<file path="src/rtl/uart_rx_frame_timer_if.sv">
// Control and status bundle between the UART receive FSM and the frame timer.
interface uart_rx_frame_timer_if #(
  parameter int unsigned PRESCALE_W = 6,
  parameter int unsigned BIT_CNT_W  = 4
);
  logic                  start;
  logic                  abort;
  logic [PRESCALE_W-1:0] Prescale;
  logic                  par_en;
  logic                  two_stop;
  logic                  busy;
  logic [PRESCALE_W-1:0] edge_cnt;
  logic [BIT_CNT_W-1:0]  bit_cnt;
  logic [1:0]            phase;
  logic                  sample_stb;
  logic [1:0]            sample_idx;
  logic                  bit_done;
  logic                  frame_done;

  modport master (
    output start, abort, Prescale, par_en, two_stop,
    input  busy, edge_cnt, bit_cnt, phase, sample_stb, sample_idx, bit_done, frame_done
  );

  modport slave (
    input  start, abort, Prescale, par_en, two_stop,
    output busy, edge_cnt, bit_cnt, phase, sample_stb, sample_idx, bit_done, frame_done
  );
endinterface

</file>
<file path="src/rtl/uart_rx_frame_timer.sv">
// UART receive oversampling timer: edge/bit counters, frame phase, sample strobes.
// Define UART_RX_OVERSAMPLE3_EN for three strobes per bit (majority voting).
module uart_rx_frame_timer #(
  parameter int unsigned DATA_WIDTH = 8,
  parameter int unsigned PRESCALE_W = 6,
  parameter int unsigned BIT_CNT_W  = $clog2(DATA_WIDTH + 4)
) (
  input logic                  CLK,
  input logic                  RST,
  uart_rx_frame_timer_if.slave bus
);

  typedef enum logic [0:0] {StIdle, StRun} state_e;

  state_e                state_q, state_d;
  logic [PRESCALE_W-1:0] edge_q, edge_d;
  logic [BIT_CNT_W-1:0]  bit_q, bit_d;
  logic [PRESCALE_W-1:0] p_q, p_d;
  logic                  pe_q, pe_d;
  logic                  ts_q, ts_d;

  logic                  run;
  logic                  bit_end;
  logic                  frame_end;
  logic [BIT_CNT_W-1:0]  last_bit;
  logic [PRESCALE_W-1:0] half;

  assign run       = (state_q == StRun);
  assign half      = p_q >> 1;
  assign last_bit  = BIT_CNT_W'(DATA_WIDTH + 1) + BIT_CNT_W'(pe_q) + BIT_CNT_W'(ts_q);
  assign bit_end   = run && (edge_q == p_q - PRESCALE_W'(1));
  assign frame_end = bit_end && (bit_q == last_bit);

  always_ff @(posedge CLK or posedge RST) begin
    if (RST) begin
      state_q <= StIdle;
      edge_q  <= '0;
      bit_q   <= '0;
      p_q     <= '0;
      pe_q    <= 1'b0;
      ts_q    <= 1'b0;
    end else begin
      state_q <= state_d;
      edge_q  <= edge_d;
      bit_q   <= bit_d;
      p_q     <= p_d;
      pe_q    <= pe_d;
      ts_q    <= ts_d;
    end
  end

  always_comb begin
    state_d = state_q;
    edge_d  = edge_q;
    bit_d   = bit_q;
    p_d     = p_q;
    pe_d    = pe_q;
    ts_d    = ts_q;
    if (bus.abort) begin
      state_d = StIdle;
      edge_d  = '0;
      bit_d   = '0;
    end else begin
      case (state_q)
        StIdle: begin
          if (bus.start) begin
            state_d = StRun;
            edge_d  = '0;
            bit_d   = '0;
            p_d     = bus.Prescale;
            pe_d    = bus.par_en;
            ts_d    = bus.two_stop;
          end
        end
        StRun: begin
          if (frame_end) begin
            edge_d = '0;
            bit_d  = '0;
            // A start on the last edge chains the next frame with no idle gap.
            if (bus.start) begin
              state_d = StRun;
              p_d     = bus.Prescale;
              pe_d    = bus.par_en;
              ts_d    = bus.two_stop;
            end else begin
              state_d = StIdle;
            end
          end else if (bit_end) begin
            edge_d = '0;
            bit_d  = bit_q + BIT_CNT_W'(1);
          end else begin
            edge_d = edge_q + PRESCALE_W'(1);
          end
        end
        default: begin
          state_d = StIdle;
          edge_d  = '0;
          bit_d   = '0;
        end
      endcase
    end
  end

  always_comb begin
    bus.busy       = run;
    bus.edge_cnt   = edge_q;
    bus.bit_cnt    = bit_q;
    bus.bit_done   = bit_end;
    bus.frame_done = frame_end;
    bus.sample_stb = 1'b0;
    bus.sample_idx = 2'd0;

    if (!run || bit_q == '0) begin
      bus.phase = 2'd0;
    end else if (bit_q <= BIT_CNT_W'(DATA_WIDTH)) begin
      bus.phase = 2'd1;
    end else if (pe_q && bit_q == BIT_CNT_W'(DATA_WIDTH + 1)) begin
      bus.phase = 2'd2;
    end else begin
      bus.phase = 2'd3;
    end

`ifdef UART_RX_OVERSAMPLE3_EN
    if (run) begin
      if (edge_q == half - PRESCALE_W'(1)) begin
        bus.sample_stb = 1'b1;
        bus.sample_idx = 2'd0;
      end else if (edge_q == half) begin
        bus.sample_stb = 1'b1;
        bus.sample_idx = 2'd1;
      end else if (edge_q == half + PRESCALE_W'(1)) begin
        bus.sample_stb = 1'b1;
        bus.sample_idx = 2'd2;
      end
    end
`else
    if (run && edge_q == half) begin
      bus.sample_stb = 1'b1;
      bus.sample_idx = 2'd1;
    end
`endif
  end

endmodule

</file>
<file path="src/flat_wrapper.sv">
// flat-port wrapper written by rule: the top's interface ports become plain ports
module uart_rx_frame_timer_flat 
#(
  parameter int unsigned DATA_WIDTH = 8,
  parameter int unsigned PRESCALE_W = 6,
  parameter int unsigned BIT_CNT_W  = $clog2(DATA_WIDTH + 4)
)
  (CLK, RST, bus_start, bus_abort, bus_Prescale, bus_par_en, bus_two_stop, bus_busy, bus_edge_cnt, bus_bit_cnt, bus_phase, bus_sample_stb, bus_sample_idx, bus_bit_done, bus_frame_done);
  uart_rx_frame_timer_if #(.PRESCALE_W(PRESCALE_W), .BIT_CNT_W(BIT_CNT_W)) bus_i ();
  input logic CLK;
  input logic RST;
  input wire logic [$bits(bus_i.start)-1:0] bus_start;
  input wire logic [$bits(bus_i.abort)-1:0] bus_abort;
  input wire logic [$bits(bus_i.Prescale)-1:0] bus_Prescale;
  input wire logic [$bits(bus_i.par_en)-1:0] bus_par_en;
  input wire logic [$bits(bus_i.two_stop)-1:0] bus_two_stop;
  output wire logic [$bits(bus_i.busy)-1:0] bus_busy;
  output wire logic [$bits(bus_i.edge_cnt)-1:0] bus_edge_cnt;
  output wire logic [$bits(bus_i.bit_cnt)-1:0] bus_bit_cnt;
  output wire logic [$bits(bus_i.phase)-1:0] bus_phase;
  output wire logic [$bits(bus_i.sample_stb)-1:0] bus_sample_stb;
  output wire logic [$bits(bus_i.sample_idx)-1:0] bus_sample_idx;
  output wire logic [$bits(bus_i.bit_done)-1:0] bus_bit_done;
  output wire logic [$bits(bus_i.frame_done)-1:0] bus_frame_done;
  assign bus_i.start = bus_start;
  assign bus_i.abort = bus_abort;
  assign bus_i.Prescale = bus_Prescale;
  assign bus_i.par_en = bus_par_en;
  assign bus_i.two_stop = bus_two_stop;
  assign bus_busy = bus_i.busy;
  assign bus_edge_cnt = bus_i.edge_cnt;
  assign bus_bit_cnt = bus_i.bit_cnt;
  assign bus_phase = bus_i.phase;
  assign bus_sample_stb = bus_i.sample_stb;
  assign bus_sample_idx = bus_i.sample_idx;
  assign bus_bit_done = bus_i.bit_done;
  assign bus_frame_done = bus_i.frame_done;
  uart_rx_frame_timer #(.DATA_WIDTH(DATA_WIDTH), .PRESCALE_W(PRESCALE_W), .BIT_CNT_W(BIT_CNT_W)) u_core (.CLK(CLK), .RST(RST), .bus(bus_i));
endmodule
</file>
<file path="config.mk">
export PLATFORM = sky130hd
export DESIGN_NAME = uart_rx_frame_timer_flat
export DESIGN_NICKNAME = d
export VERILOG_FILES = /design/src/rtl/uart_rx_frame_timer_if.sv /design/src/rtl/uart_rx_frame_timer.sv /design/src/flat_wrapper.sv
export SDC_FILE = /design/constraint.sdc
export NUM_CORES = 1
export LEC_CHECK = 0
export ABC_CLOCK_PERIOD_IN_PS = 3500
export CAP_MARGIN = 20
export CELL_PAD_IN_SITES_DETAIL_PLACEMENT = 1
export CELL_PAD_IN_SITES_GLOBAL_PLACEMENT = 1
export CORE_MARGIN = 5
export CORE_UTILIZATION = 25
export DETAILED_ROUTE_END_ITERATION = 8
export DONT_BUFFER_PORTS = 1
export GPL_TIMING_DRIVEN = 0
export PLACE_DENSITY_LB_ADDON = 0.1
export SYNTH_ARGS = -nofsm -noshare
export SYNTH_HDL_FRONTEND = slang
export SYNTH_SLANG_ARGS = --single-unit
</file>
<file path="constraint.sdc">
create_clock -name CLK -period 3.5 [get_ports CLK]
set_input_delay 1.05 -clock CLK [delete_from_list [all_inputs] [get_ports CLK]]
set_output_delay 1.05 -clock CLK [all_outputs]
set_load 0.01 [all_outputs]
</file>
# Yosys cells after proc, flatten, opt, wreduce, memory -nomap -nowiden
# Index checks and enable logic that the tools add are counted.
[word_totals]
regBits = 19
word_cells = 58
[op_classes]
addsub = 5
n_lt_le_gt_ge = 1
n_eq_ne = 7
mux = 28
n_bitwise = 2
reduce_logical = 9
[op_table]
columns = ["cell", "count"]
rows = [
  ["$mux 6", 6],
  ["$pmux 6 s2", 2],
  ["$mux 4", 4],
  ["$mux 1", 10],
  ["$pmux 4 s2", 1],
  ["$add 6x1->6 const B", 1],
  ["$eq 6x5->1", 1],
  ["$eq 6x6->1", 1],
  ["$pmux 1 s2", 3],
  ["$sub 6x1->6 const B", 1],
  ["$add 4x1->4", 1],
  ["$add 4x1->4 const A", 1],
  ["$add 4x1->4 const B", 1],
  ["$eq 4x4->1", 1],
  ["$eq 4x4->1 const B", 1],
  ["$le 4x4->1 const B", 1],
  ["$logic_and 1x1->1", 4],
  ["$logic_not 4->1", 1],
  ["$mux 2", 2],
  ["$ne 4x4->1 const B", 1],
  ["$reduce_and 2->1", 2],
  ["$ne 3x3->1 const B", 1],
  ["$ne 2x2->1 const B", 1],
  ["$not 1->1", 2],
  ["other kinds (2)", 2],
]

# Longest topological paths before layout
[depth]
depth_word = 7
ltp_mapped = 8

# Worst setup path after synthesis
# Ideal clock, no wire load.
[synth_path]
path_type = "reg-to-output"
from = "register u_core.p_q[0]"
to = "output port bus_frame_done"
t_arrival_ns = 1.836
t_required_ns = 2.450
slack_ns = 0.614
stages_incl_launch_ff = 8
cell_sequence = "dfrtp_1 inv_1 ha_1 and2_4 a211o_1 a32o_2 and3_1 and2_1"
[synth_via]
elab_chain_cells = 4
[synth_rtl]
columns = ["element", "line_no", "rtl"]
rows = [
  ["start: declaration", "uart_rx_frame_timer.sv:18", "logic [PRESCALE_W-1:0] p_q, p_d;"],
  ["start signal: assignment", "uart_rx_frame_timer.sv:46", "p_q <= p_d;"],
  ["$sub 6x1->6", "uart_rx_frame_timer.sv:31", "assign bit_end = run && (edge_q == p_q - PRESCALE_W'(1));"],
  ["$eq 6x6->1", "uart_rx_frame_timer.sv:31", ""],
  ["$logic_and 1x1->1", "uart_rx_frame_timer.sv:31", ""],
  ["via bus_bit_done", "flat_wrapper.sv:23", "output wire logic [$bits(bus_i.bit_done)-1:0] bus_bit_done;"],
  ["$logic_and 1x1->1", "uart_rx_frame_timer.sv:32", "assign frame_end = bit_end && (bit_q == last_bit);"],
  ["end: declaration", "flat_wrapper.sv:24", "output wire logic [$bits(bus_i.frame_done)-1:0] bus_frame_done;"],
]
# The timed path passes the listed nets, and every way through them passes these cells.

# Final worst setup path
[layout_path]
from = "register u_core.p_q[1]"
to = "output port bus_frame_done"
# Same word-level chain as after synthesis.

==> impl_metrics.py <==
metrics = {
    "outcome": {
        "status": "completed",
    },
    "critical_path": {
        "slowest_delay_ns": 0.45,
        "path_cells": "inv_1 > ha_1 > and2_4 > a211o_1 > a32o_2 > and3_1 > and2_1",
        "crit_arrival_ns": 2.32,
        "cp.required_ns": 2.45,
        "cp_max_fo": 5,
        "cp_num_buf_inv": 1,
        "critPathKind": "flip-flop to output pin",
        "critPathCaptureType": "output pin",
        "cp-start-kind": "flip-flop",
        "cpMaxStageDelayCell": "dfrtp_1",
        "crit_family": "simple AND/OR/NAND/NOR gates",
        "reg2reg_setup_slack_ns": 1.34,
    },
    "detailed_routing": {
        "route.vias.total": 1514,
        "wl_mm": 5.40,
        "drt_iter0_markers": 72,
        "viasPerCell": 5.37,
        "drc": 0,
        "wl_per_cell_um": 19.2,
        "detailedRoute.firstPassIterationCount": 4,
        "ant_nets": 0,
    },
    "synth": {
        "syn-num-nets": 217,
        "syn_area_um2": 1720,
        "synth_edf_count": 0,
        "async_reset_ff_frac": 1.00,
        "syn_inst": 199,
        "synth_seq_cells": 19,
        "yosysWarningCount": 0,
        "ys_types": 46,
        "syn_area_per_cell_um2": 8.66,
        "yosysSeqAreaShare": 0.276,
        "ys.flop_type": "dfrtp_1",
    },
    "sta": {
        "tns_ns": 0,
        "worstMarginPinSlew_ns": 0.818,
        "grt_setup_unrepaired": "no",
        "hold_violations": 0,
        "setup_violations": 0,
        "fin_skew_ns": 0.0191,
        "timing.final.crit_share": 0.963,
        "slew_violations": 0,
        "layout_setup_ws_ns": 0.129,
        "fin_worst_hold_slack_ns": 0.602,
        "fmax_ghz": 0.297,
        "relSlewSlack": 0.454,
        "fin_crit_ns": 3.37,
    },
    "place": {
        "placedCellCount": 279,
        "pre_cts_slack_ns": 0.391,
        "port_buffers": 0,
        "routabilityCongestion": 0.765,
        "dp_hpwl_mm": 4.18,
        "placed_cell_area_um2": 1820,
    },
    "final_layout": {
        "areaGrowthSynthToFinish_pct": 8.42,
        "finalNonFillerCells": 282,
        "finalInstanceArea_um2": 1870,
        "final_common_cell": "nand2_1",
        "final_layout_size_suffix_gt1_frac": 0.183,
        "nets": 221,
        "final_util": 0.277,
        "mostFrequentLayoutCells": "nand2_1, dfrtp_1, nand3_1",
        "n_antenna_cell": 0,
    },
    "hold_path": {
        "worstHoldPathType": "flip-flop to flip-flop",
    },
    "job": {
        "cap_violations": 0,
    },
    "clock_network": {
        "clkSinkCount": 19,
        "cts_tree": "done",
        "cts_resized": 0,
        "clk_latency_ns": 0.27,
        "numCtsBuffers": 3,
        "cts.path.max_buffers": 2,
        "htreeDepth": 1,
        "clk_pin_slew_ns": 0.08,
        "cts.hold.buffers_added": 0,
        "root_buffer": "clkbuf_8",
    },
    "power": {
        "p_total_mw": 0.551,
        "p_int_mw": 0.364,
        "switching_share": 0.341,
        "combPwrFrac": 0.235,
        "powerDensity_nw_per_um2": 295,
        "max-vdd-ir-drop_uv": 112,
        "p_clk_frac": 0.311,
        "switching_power_mw": 0.188,
        "seqPwrFrac": 0.453,
        "leakage_nw": 0.791,
    },
    "global_routing": {
        "grt_overflow": 0,
        "grt_max_degree": 20,
        "antenna_found_initial": 0,
        "grt_pass1_wl_mm": 8.97,
        "grt_pass1_vias": 1637,
        "groute.usage.overall": 0.133,
    },
    "floorplan": {
        "core-area_um2": 6760,
        "start_util": 0.255,
        "die_h_um": 93.0,
        "top_level_ports": 30,
        "dieArea_um2": 8660,
        "rows": 30,
        "die_w_um": 93.0,
    },
}
-- routing by layer --
layer  share of wire  up-vias  track usage
met5               0        -            0
met4          0.0054        0       0.0317
met3           0.032        2       0.0209
met2            0.49       23        0.227
met1            0.47      770        0.176
li1                -      719            -
-- layout make-up --
type | instances | area [um2]
buffer | 16 | 90.1
clock buffer | 3 | 41.3
clock inverter | 1 | 7.51
fill | 813 | 4890
inverter | 10 | 37.5
multi-input combinational | 153 | 1120
sequential | 19 | 475
tap | 80 | 100
-- power by group through the flow --
stage,Combinational (mW),Clock [mW],Sequential [mW]
2_1_floorplan,0.103,0,0.249
3_3_place_gp,0.128,0,0.254
3_5_place_dp,0.131,0,0.254
4_1_cts,0.132,0.180,0.250
5_1_grt,0.144,0.189,0.252
6_report,0.130,0.172,0.250
-- timing repair --
item | 4_1_cts | 5_1_grt
hold endpoints to repair | 0 | 0
endpoints found under the setup margin | 0 | 1
setup buffers | 0 | 0
-- Yosys cell counts (2+ instances only) --
cell	instances	share of area
a21oi_1	4	0.012
and3_1	11	0.040
buf_2	6	0.017
buf_4	2	0.0087
buf_6	2	0.013
clkbuf_1	7	0.015
dfrtp_1	19	0.28
ha_1	6	0.044
inv_1	10	0.022
nand2_1	25	0.054
nand2b_1	3	0.011
nand3_1	16	0.046
nand3b_1	8	0.035
nand4_1	2	0.0073
nor2_1	3	0.0065
nor2b_1	3	0.011
nor3_1	8	0.023
nor4b_1	2	0.010
o211a_1	5	0.029
o211ai_2	10	0.073
o21ai_0	3	0.0087
o21ai_1	5	0.015
o221a_2	4	0.026
xnor2_1	7	0.036
xor2_1	7	0.036
-- worst min-delay path: stages (launching register included) --
cell,delay (ns)
dfrtp_1,0.38
nand2_1,0.10
o211ai_2,0.08
-- sequential cells by signal, summed over array words and instances (netlist names) --
name	count
u_core.bus.edge_cnt	6
u_core.bus.bit_cnt	4
u_core.bus.busy	1
u_core.pe_q	1
u_core.ts_q	1
u_core.p_q	6
-- path summary, 6_finish.rpt --
kind / cells past startpoint / start / end
max in group asynchronous: 1 / RST / u_core.p_q[3]$_DFFE_PP0P_
min in group asynchronous: 1 / RST / u_core.bus.busy$_DFF_PP0_
min: 2 / u_core.ts_q$_DFFE_PP0P_ / u_core.ts_q$_DFFE_PP0P_
min reg2reg: 2 / u_core.ts_q$_DFFE_PP0P_ / u_core.ts_q$_DFFE_PP0P_
max reg2reg: 7 / u_core.p_q[1]$_DFFE_PP0P_ / u_core.p_q[3]$_DFFE_PP0P_
max: 7 / u_core.p_q[1]$_DFFE_PP0P_ / bus_frame_done
-- kinds of logic (layout without fill, tap and decap cells) --
group,count (synthesis),in the layout,synth area share
adders and majority gates,6,6,0.0435
AOI/OAI and AO/OA,43,43,0.247
DFF,19,19,0.276
and+or+nand+nor,88,88,0.275
xor gates and xnor gates,15,15,0.0806
buffers and inverters,27,30,0.0762
other,1,1,0.00217
Power figures use the tool's default switching activity.
